### src/rtl/seq_detect_param.sv
// seq_detect_param: run-time reprogrammable serial pattern detector.
// Shifts in one bit per qualified clock and compares the newest PAT_W bits
// against a loadable pattern. It drives a same-cycle (Mealy) flag, a
// registered (Moore) flag and a saturating match counter.
// The first bit received lines up with the pattern MSB.
module seq_detect_param #(
  parameter int               PAT_W       = 8,
  parameter logic [PAT_W-1:0] RST_PATTERN = 8'b0101_1101,
  parameter int               OVERLAP     = 1,
  parameter int               CNT_W       = 8
) (
  input  logic             clk,
  input  logic             rst,
  input  logic             din,
  input  logic             din_valid,
  input  logic             cfg_load,
  input  logic [PAT_W-1:0] pattern,
  input  logic             cnt_clr,
  output logic             flag_mealy,
  output logic             flag_moore,
  output logic [CNT_W-1:0] match_cnt
);

  localparam int               FILL_W   = $clog2(PAT_W);
  localparam logic [FILL_W-1:0] FILL_MAX = FILL_W'(PAT_W - 1);
  localparam logic [CNT_W-1:0]  CNT_MAX  = '1;

  logic [PAT_W-1:0]  pat_reg, pat_next;
  logic [PAT_W-2:0]  hist_reg, hist_next;
  logic [FILL_W-1:0] fill_reg, fill_next;
  logic              moore_reg, moore_next;
  logic [CNT_W-1:0]  cnt_reg, cnt_next;

  logic [PAT_W-2:0]  hist_shift;
  logic [PAT_W-1:0]  window;
  logic [PAT_W-1:0]  match_vec;
  logic              hit;

  // History after accepting din: oldest bit drops out, din enters at the LSB.
  generate
    if (PAT_W == 2) begin : g_hist_w2
      assign hist_shift = din;
    end else begin : g_hist_wn
      assign hist_shift = {hist_reg[PAT_W-3:0], din};
    end
  endgenerate

  // Candidate window: stored history plus the bit being presented right now.
  assign window = {hist_reg, din};

  generate
    for (genvar gi = 0; gi < PAT_W; gi++) begin : g_cmp
      assign match_vec[gi] = (window[gi] == pat_reg[gi]);
    end
  endgenerate

  // A hit needs a full history, so a partial prefix after reset/load never matches.
  assign hit = din_valid & ~cfg_load & ~rst & (fill_reg == FILL_MAX) & (&match_vec);

  assign flag_mealy = hit;
  assign flag_moore = moore_reg;
  assign match_cnt  = cnt_reg;

  // Next-state: load beats data; idle cycles hold history so gaps do not break a match.
  always_comb begin
    pat_next   = pat_reg;
    hist_next  = hist_reg;
    fill_next  = fill_reg;
    moore_next = hit;
    cnt_next   = cnt_reg;

    if (cfg_load) begin
      pat_next   = pattern;
      hist_next  = '0;
      fill_next  = '0;
      moore_next = 1'b0;
    end else if (din_valid) begin
      hist_next = hist_shift;
      if (hit && (OVERLAP == 0)) begin
        fill_next = '0;
      end else if (fill_reg != FILL_MAX) begin
        fill_next = fill_reg + 1'b1;
      end
    end

    // Clear wins over a coincident hit; the count never wraps.
    if (cnt_clr) begin
      cnt_next = '0;
    end else if (hit && (cnt_reg != CNT_MAX)) begin
      cnt_next = cnt_reg + 1'b1;
    end
  end

  // State registers with synchronous reset.
  always_ff @(posedge clk) begin
    if (rst) begin
      pat_reg   <= RST_PATTERN;
      hist_reg  <= '0;
      fill_reg  <= '0;
      moore_reg <= 1'b0;
      cnt_reg   <= '0;
    end else begin
      pat_reg   <= pat_next;
      hist_reg  <= hist_next;
      fill_reg  <= fill_next;
      moore_reg <= moore_next;
      cnt_reg   <= cnt_next;
    end
  end

endmodule

### config.mk
export PLATFORM = sky130hd
export DESIGN_NAME = seq_detect_param
export DESIGN_NICKNAME = d
export VERILOG_FILES = /design/src/rtl/seq_detect_param.sv
export SDC_FILE = /design/constraint.sdc
export NUM_CORES = 1
export LEC_CHECK = 0
export ABC_CLOCK_PERIOD_IN_PS = 2400
export CORE_ASPECT_RATIO = 1.75
export CORE_MARGIN = 4
export CORE_UTILIZATION = 55
export DETAILED_ROUTE_END_ITERATION = 6
export PLACE_DENSITY = 0.83
export SYNTH_ARGS = -nofsm -noshare
export SYNTH_HDL_FRONTEND = slang
export SYNTH_SLANG_ARGS = --single-unit
### constraint.sdc
create_clock -name clk -period 2.4 [get_ports clk]
set_input_delay 0.48 -clock clk [delete_from_list [all_inputs] [get_ports clk]]
set_output_delay 0.48 -clock clk [all_outputs]
set_load 0.005 [all_outputs]
==> out/metrics.cfg, run 1 <==
[yosys]
yosysTopAreaCell=dfxtp_1
syn_avg_cell_area_um2=9.870
synth-seq-cells=27
synthTopCellsByCount=27 x dfxtp_1, 19 x mux2i_1, 15 x nor2_1
yosys.area.top_type_share=0.4087
ys.flop_type=dfxtp_1
synthesis.nets=151
synth_area_um2=1323
synth_edf_count=0
async_flop_share=0
synth_area_leaders=dfxtp_1 41%, mux2i_1 14%, xnor2_1 6.0%
synth_cell_types=31
yosysWarnings=0
postSynthCellCount=134
yosysMostFrequentCell=dfxtp_1
ys_seq_area_frac=0.4087

[floorplanning]
core_region_area_um2=2302
die_h_um=72.87
start_util=0.5745
rows=23
dieWidth_um=45.07
io_pins=24
die_area_um2=3284

[critical_path]
crit_path_max_fanout=2
slowest_stage=clkdlybuf4s50_1
critPathRequiredTime_ns=1.92
path_cells=clkdlybuf4s50_1 > and4bb_2 > nand2_1 > nor3_2 > dlygate4sd2_1
critical_path_class=input port to output pin
critical_path.top_delay_family=buffers and inverters
start_kind=input port
crit_cells=5
critPathLaunch=rst
endpoint_kind=output pin
worstPathArrival_ns=1.85
critPathMaxStageDelay_ns=0.44
r2r_start=fill_reg[0]
worstRegToRegCells=7
crit_buf_inv=2

[clocking]
htree_levels=1
numCtsBuffers=3
clkLatencyLatePin_ns=0.27
cts_tree=built
postCtsHoldBufs=0
cts_setup_buffers=0
clkSinkCount=27
cts_buffer_depth=2
root_buffer=clkbuf_8
clk_pin_slew_ns=0.09

[status]
status=complete, no violations

[pwr]
leakage_nw=0.6116
internal_power_w=0.0006276
clkPwrFrac=0.313
p_comb_frac=0.116
power_w=0.0008162
netSwitchingFraction=0.2310
p_sw_w=0.0001885
power.density_nw_per_um2=487.9
ir_drop_mv=0.4246
power_frac_seq=0.571

[layout]
finalNonFillerCells=190
finalNetCount=183
num_antenna_cells=0
stdcell_area_um2=1673
fillers=182
syn2layout_area_growth_pct=26.49
multi_input_area_um2=757.0
drive_above_1_share=0.1212
regArea_um2=541.8

[global_routing]
track_usage=0.1985
grt_pass1_vias=1122
grt_max_degree=17
antenna_found_initial=0
grt_pass1_wl_um=4899
grt-ovfl-total=0

[timing]
timing.slew.headroom=0.7411
fin_crit_sh=0.9728
whs_ns=0.5197
max_freq_mhz=428.3
final-max-slew-violation-count=0
worst_pin_slew_ns=0.3848
setup_violations=0
hold_viol_final=0
finalSetupTns_ns=0
fin_skew_ns=0.004290
grt_setup_unrepaired=no
post-route-min-period_ns=2.335

[placed_design]
routabilityCongestion=0.8601
hpwl_um=2234
dp.cells=186
io_buffers=23
dpl_cell_area_um2=1622

[detailed_routing]
firstDrtPassIters=4
dr_wl_met2_um=1625
drt_iter0_markers=26
ant_nets=0
top_layer_used=met4
wl_met3_um=146
finalWirelength_um=2940
wl_met1_um=1073
post_drt_wl_per_cell_um=15.47
num_vias=1109
drc=0
drt-vias-per-instance=5.837

[min_path]
hold_start=fill_reg[0]
hold_depth=2
worstHoldPathType=flip-flop to flip-flop

[job]
cap_violations=0

logic make-up (layout without fill, tap and decap cells):
logic type      Yosys count  after routing  synth area share
buf+inv                   5             36           0.02271
mux                      19             19            0.1438
flops                    27             27            0.4087
xor+xnor                  9              9           0.05961
simple gates             60             60            0.2621
compound gates           11             11           0.07474
fa+ha+maj                 3              3           0.02839
timing repair:
action,CTS,global route
hold endpoints to repair,0,0
resized for setup,2,1
endpoints found under the setup margin,1,1
pin swaps,1,1
worst register-to-register path: stages (launching register included):
cell and delay [ns]:
dfxtp_2 0.35, ha_1 0.16, ha_1 0.18, and4bb_2 0.24, buf_4 0.12, nand4_4 0.12
nor4_1 0.40, mux2i_1 0.23
path summary, 6_finish.rpt:
path	slack, ns	endpoint
max	0.07	flag_mealy
min	0.52	fill_reg[0]
max reg2reg	0.53	match_cnt[3]
min reg2reg	0.52	fill_reg[0]
power by group through the flow:
stage | Combinational, W | Sequential (W) | Clock [W]
3_5_place_dp | 0.0000935 | 0.000477 | 0
4_1_cts | 0.0000940 | 0.000466 | 0.000259
5_1_grt | 0.000102 | 0.000468 | 0.000278
3_3_place_gp | 0.0000904 | 0.000476 | 0
6_report | 0.0000943 | 0.000466 | 0.000256
2_1_floorplan | 0.0000552 | 0.000475 | 0
final cells by class:
| cell class | count | area share |
|---|---|---|
| clock inverter | 1 | 0.002992 |
| tap | 25 | 0.01870 |
| timing repair buffer | 32 | 0.1773 |
| sequential | 27 | 0.3239 |
| clock buffer | 3 | 0.02468 |
| multi-input combinational | 102 | 0.4525 |
through the flow:
stage,util,setup WS (ns)
after CTS,0.7261,0.1028
after detailed placement,0.7043,-0.2519
after floorplan,-,0.6375
final,0.7266,0.06529
after global placement,0.7043,-0.2432
after global routing,0.7266,0.005965
routing by layer:
layer,global-route usage,vias to the layer above
met5,0,-
met4,0.1042,0
met3,0.02963,8
met2,0.3644,36
met1,0.2034,517
li1,-,548
layout by cell type, fill, tap and decap left out, types with 2 or more instances in the layout:
cell type and n:
a211o_1 5, xnor2_1 9, clkbuf_8 3, nand4_1 2, nand3_1 3, nand2_1 11
buf_4 9, nor4_1 5, ha_1 3, mux2i_1 19, nor2b_1 7, or3_1 7
nor2_1 15, dfxtp_1 26, clkdlybuf4s50_1 22
(Power assumes the default switching activity.)
==> run 2: changes to the inputs <==
--- a/config.mk
+++ b/config.mk
@@ -5,12 +5,13 @@
 export SDC_FILE = /design/constraint.sdc
 export NUM_CORES = 1
 export LEC_CHECK = 0
-export ABC_CLOCK_PERIOD_IN_PS = 2400
+export ABC_CLOCK_PERIOD_IN_PS = 3000
 export CORE_ASPECT_RATIO = 1.75
 export CORE_MARGIN = 4
 export CORE_UTILIZATION = 55
 export DETAILED_ROUTE_END_ITERATION = 6
 export PLACE_DENSITY = 0.83
+export SLEW_MARGIN = 20
 export SYNTH_ARGS = -nofsm -noshare
 export SYNTH_HDL_FRONTEND = slang
 export SYNTH_SLANG_ARGS = --single-unit
==> constraint.sdc (replaced) <==
create_clock -name clk -period 3 [get_ports clk]
set_input_delay 0.6 -clock clk [delete_from_list [all_inputs] [get_ports clk]]
set_output_delay 0.6 -clock clk [all_outputs]
set_load 0.005 [all_outputs]
==> run 2 against run 1 <==
  * Worst setup slack improved by 0.039 ns
  * Global-route usage up 0.058 points
  * Sequential share of layout area is 0.34 points higher
==> out/metrics.cfg, run 2 (same netlist as run 1, synthesis figures left out) <==
[clocking]
numCtsBuffers=3  ; unchanged
clkLatencyLatePin_ns=0.27  ; about the same
clkSinkCount=27  ; unchanged
clk_pin_slew_ns=0.09  ; about the same
cts_buffer_depth=2  ; unchanged
htree_levels=1  ; unchanged
cts_setup_buffers=0  ; unchanged
cts_tree=built  ; unchanged
cts_resized=0  ; was 2
postCtsHoldBufs=0  ; unchanged
root_buffer=clkbuf_8  ; unchanged

[min_path]
worstHoldPathType=flip-flop to flip-flop  ; unchanged
hold_depth=2  ; unchanged

[layout]
final_common_cell=dfxtp_1  ; unchanged
layout_common_cells=27 x dfxtp_1, 23 x clkdlybuf4s50_1, 19 x mux2i_1  ; was 26 x dfxtp_1, 22 x clkdlybuf4s50_1, 19 x mux2i_1
drive_above_1_share=0.09202  ; was 0.1212
num_antenna_cells=0  ; unchanged
finalNonFillerCells=188  ; was 190
syn2layout_area_growth_pct=24.88  ; was 26.49%
fillers=205  ; was 182
finalNetCount=181  ; was 183

[global_routing]
grt_pass1_wl_um=4885  ; was 4899 um
grt_pass1_vias=1134  ; was 1122
antenna_found_initial=0  ; unchanged
grt_max_degree=17  ; unchanged
grt-ovfl-total=0  ; unchanged
use_met3=0.02963  ; unchanged
gr-usage-met1=0.2022  ; was 0.2034
track_usage=0.1991  ; was 0.1985
met2_usage=0.3659  ; was 0.3644
grt.busiest_layer=met2  ; unchanged

[timing]
setup_violations=0  ; unchanged
hold_viol_final=0  ; unchanged
fin_crit_sh=0.9653
grt_setup_unrepaired=no  ; unchanged
finalSetupTns_ns=0  ; unchanged
fin_skew_ns=0.001501  ; was 0.004290 ns
worst_pin_slew_ns=0.3417  ; was 0.3848 ns
timing.slew.headroom=0.7701  ; was 0.7411
max_freq_mhz=345.3
post-route-min-period_ns=2.896
final-max-slew-violation-count=0  ; unchanged

[pwr]
power.density_nw_per_um2=395.0  ; was 487.9 nW/um2
clkPwrFrac=0.318  ; was 0.313
leakage_nw=0.5940  ; was 0.6116 nW
p_comb_frac=0.110  ; was 0.116
p_sw_w=0.0001502  ; was 0.0001885 W
netSwitchingFraction=0.2302  ; was 0.2310
power_frac_seq=0.572  ; was 0.571
ir_drop_mv=0.4198  ; was 0.4246 mV
internal_power_w=0.0005022  ; was 0.0006276 W

[detailed_routing]
drc=0  ; unchanged
drt_iter0_markers=14  ; was 26
ant_nets=0  ; unchanged
drt-vias-per-instance=5.766  ; was 5.837
post_drt_wl_per_cell_um=15.03  ; was 15.47 um
num_vias=1084  ; was 1109
firstDrtPassIters=5  ; was 4
finalWirelength_um=2825  ; was 2940 um

[placed_design]
hpwl_um=2241  ; was 2234 um
io_buffers=23  ; unchanged
dp.cells=184  ; was 186
routabilityCongestion=0.8585  ; was 0.8601

[critical_path]
start_kind=input port  ; unchanged
worstPathArrival_ns=2.30  ; was 1.85 ns
critPathRequiredTime_ns=2.40  ; was 1.92 ns
worstRegToRegCells=7  ; unchanged
crit_path_max_fanout=2  ; unchanged
critical_path_class=input port to output pin  ; unchanged
endpoint_kind=output pin  ; unchanged

[status]
status=complete, no violations  ; unchanged

[floorplanning]
rows=23  ; unchanged
die_h_um=72.87  ; unchanged
dieWidth_um=45.07  ; unchanged
die_area_um2=3284  ; unchanged
io_pins=24  ; unchanged
core_region_area_um2=2302  ; unchanged
start_util=0.5745  ; unchanged

[job]
cap_violations=0  ; unchanged

## run 2: cell types whose count changed in the layout (fill, tap and decap cells not counted)
cell,before,now
nor3_1,1,2
buf_4,9,7
dfxtp_2,1,0
clkbuf_1,0,1
nor3_2,1,0
clkdlybuf4s50_1,22,23
dfxtp_1,26,27
dlygate4sd2_1,1,0
clkinv_2,1,0
## run 2: power by group through the flow
stage | clock, W | sequential (W) | combinational (W)
after floorplan | 0 | 0.000380 | 0.0000442
after global placement | 0 | 0.000381 | 0.0000699
after detailed placement | 0 | 0.000381 | 0.0000720
after CTS | 0.000210 | 0.000373 | 0.0000723
after global routing | 0.000225 | 0.000374 | 0.0000788
final | 0.000208 | 0.000373 | 0.0000718
## run 2: critical path, stage by stage
cell and delay [ns]:
clkdlybuf4s50_1 0.43, and4bb_2 0.31, nand2_1 0.06, nor3_1 0.32, clkdlybuf4s50_1 0.57
## run 2: stage by stage
step | utilization | hold WS, ns | worst slack (ns) | power, W | instance area [um2]
global placement | 0.6978 | 0.4784 | 0.1174 | 0.0004509 | 1607
CTS | 0.7174 | 0.5237 | 0.1099 | 0.0006557 | 1652
floorplan | - | 0.4646 | 0.9975 | 0.0004238 | 1323
global route | 0.7174 | 0.5648 | 0.04295 | 0.0006776 | 1652
detailed placement | 0.6978 | 0.5020 | 0.1155 | 0.0004534 | 1607
finish | 0.7174 | 0.5199 | 0.1040 | 0.0006524 | 1652
## run 2: layout make-up
cell class,instances,area [um2],share of cell area
clock buffers,4,45.04,0.02727
multi-input cells,102,752.0,0.4553
flip-flops and latches,27,540.5,0.3273
well taps,25,31.28,0.01894
repair buffers,30,282.8,0.1712
## run 2: routing by layer
metal	part of all wire	vias up	wire [um]
met5	0	-	0
li1	-	542	-
met1	0.36	499	1020
met4	0.037	0	105
met3	0.047	10	133
met2	0.55	33	1565
## run 2: worst paths after layout
path | from | endpoint | slack (ns)
setup reg to reg | fill_reg[0] | match_cnt[3] | 1.17
hold / removal | fill_reg[1] | fill_reg[1] | 0.52
hold reg to reg | fill_reg[1] | fill_reg[1] | 0.52
setup / recovery | rst | flag_mealy | 0.10
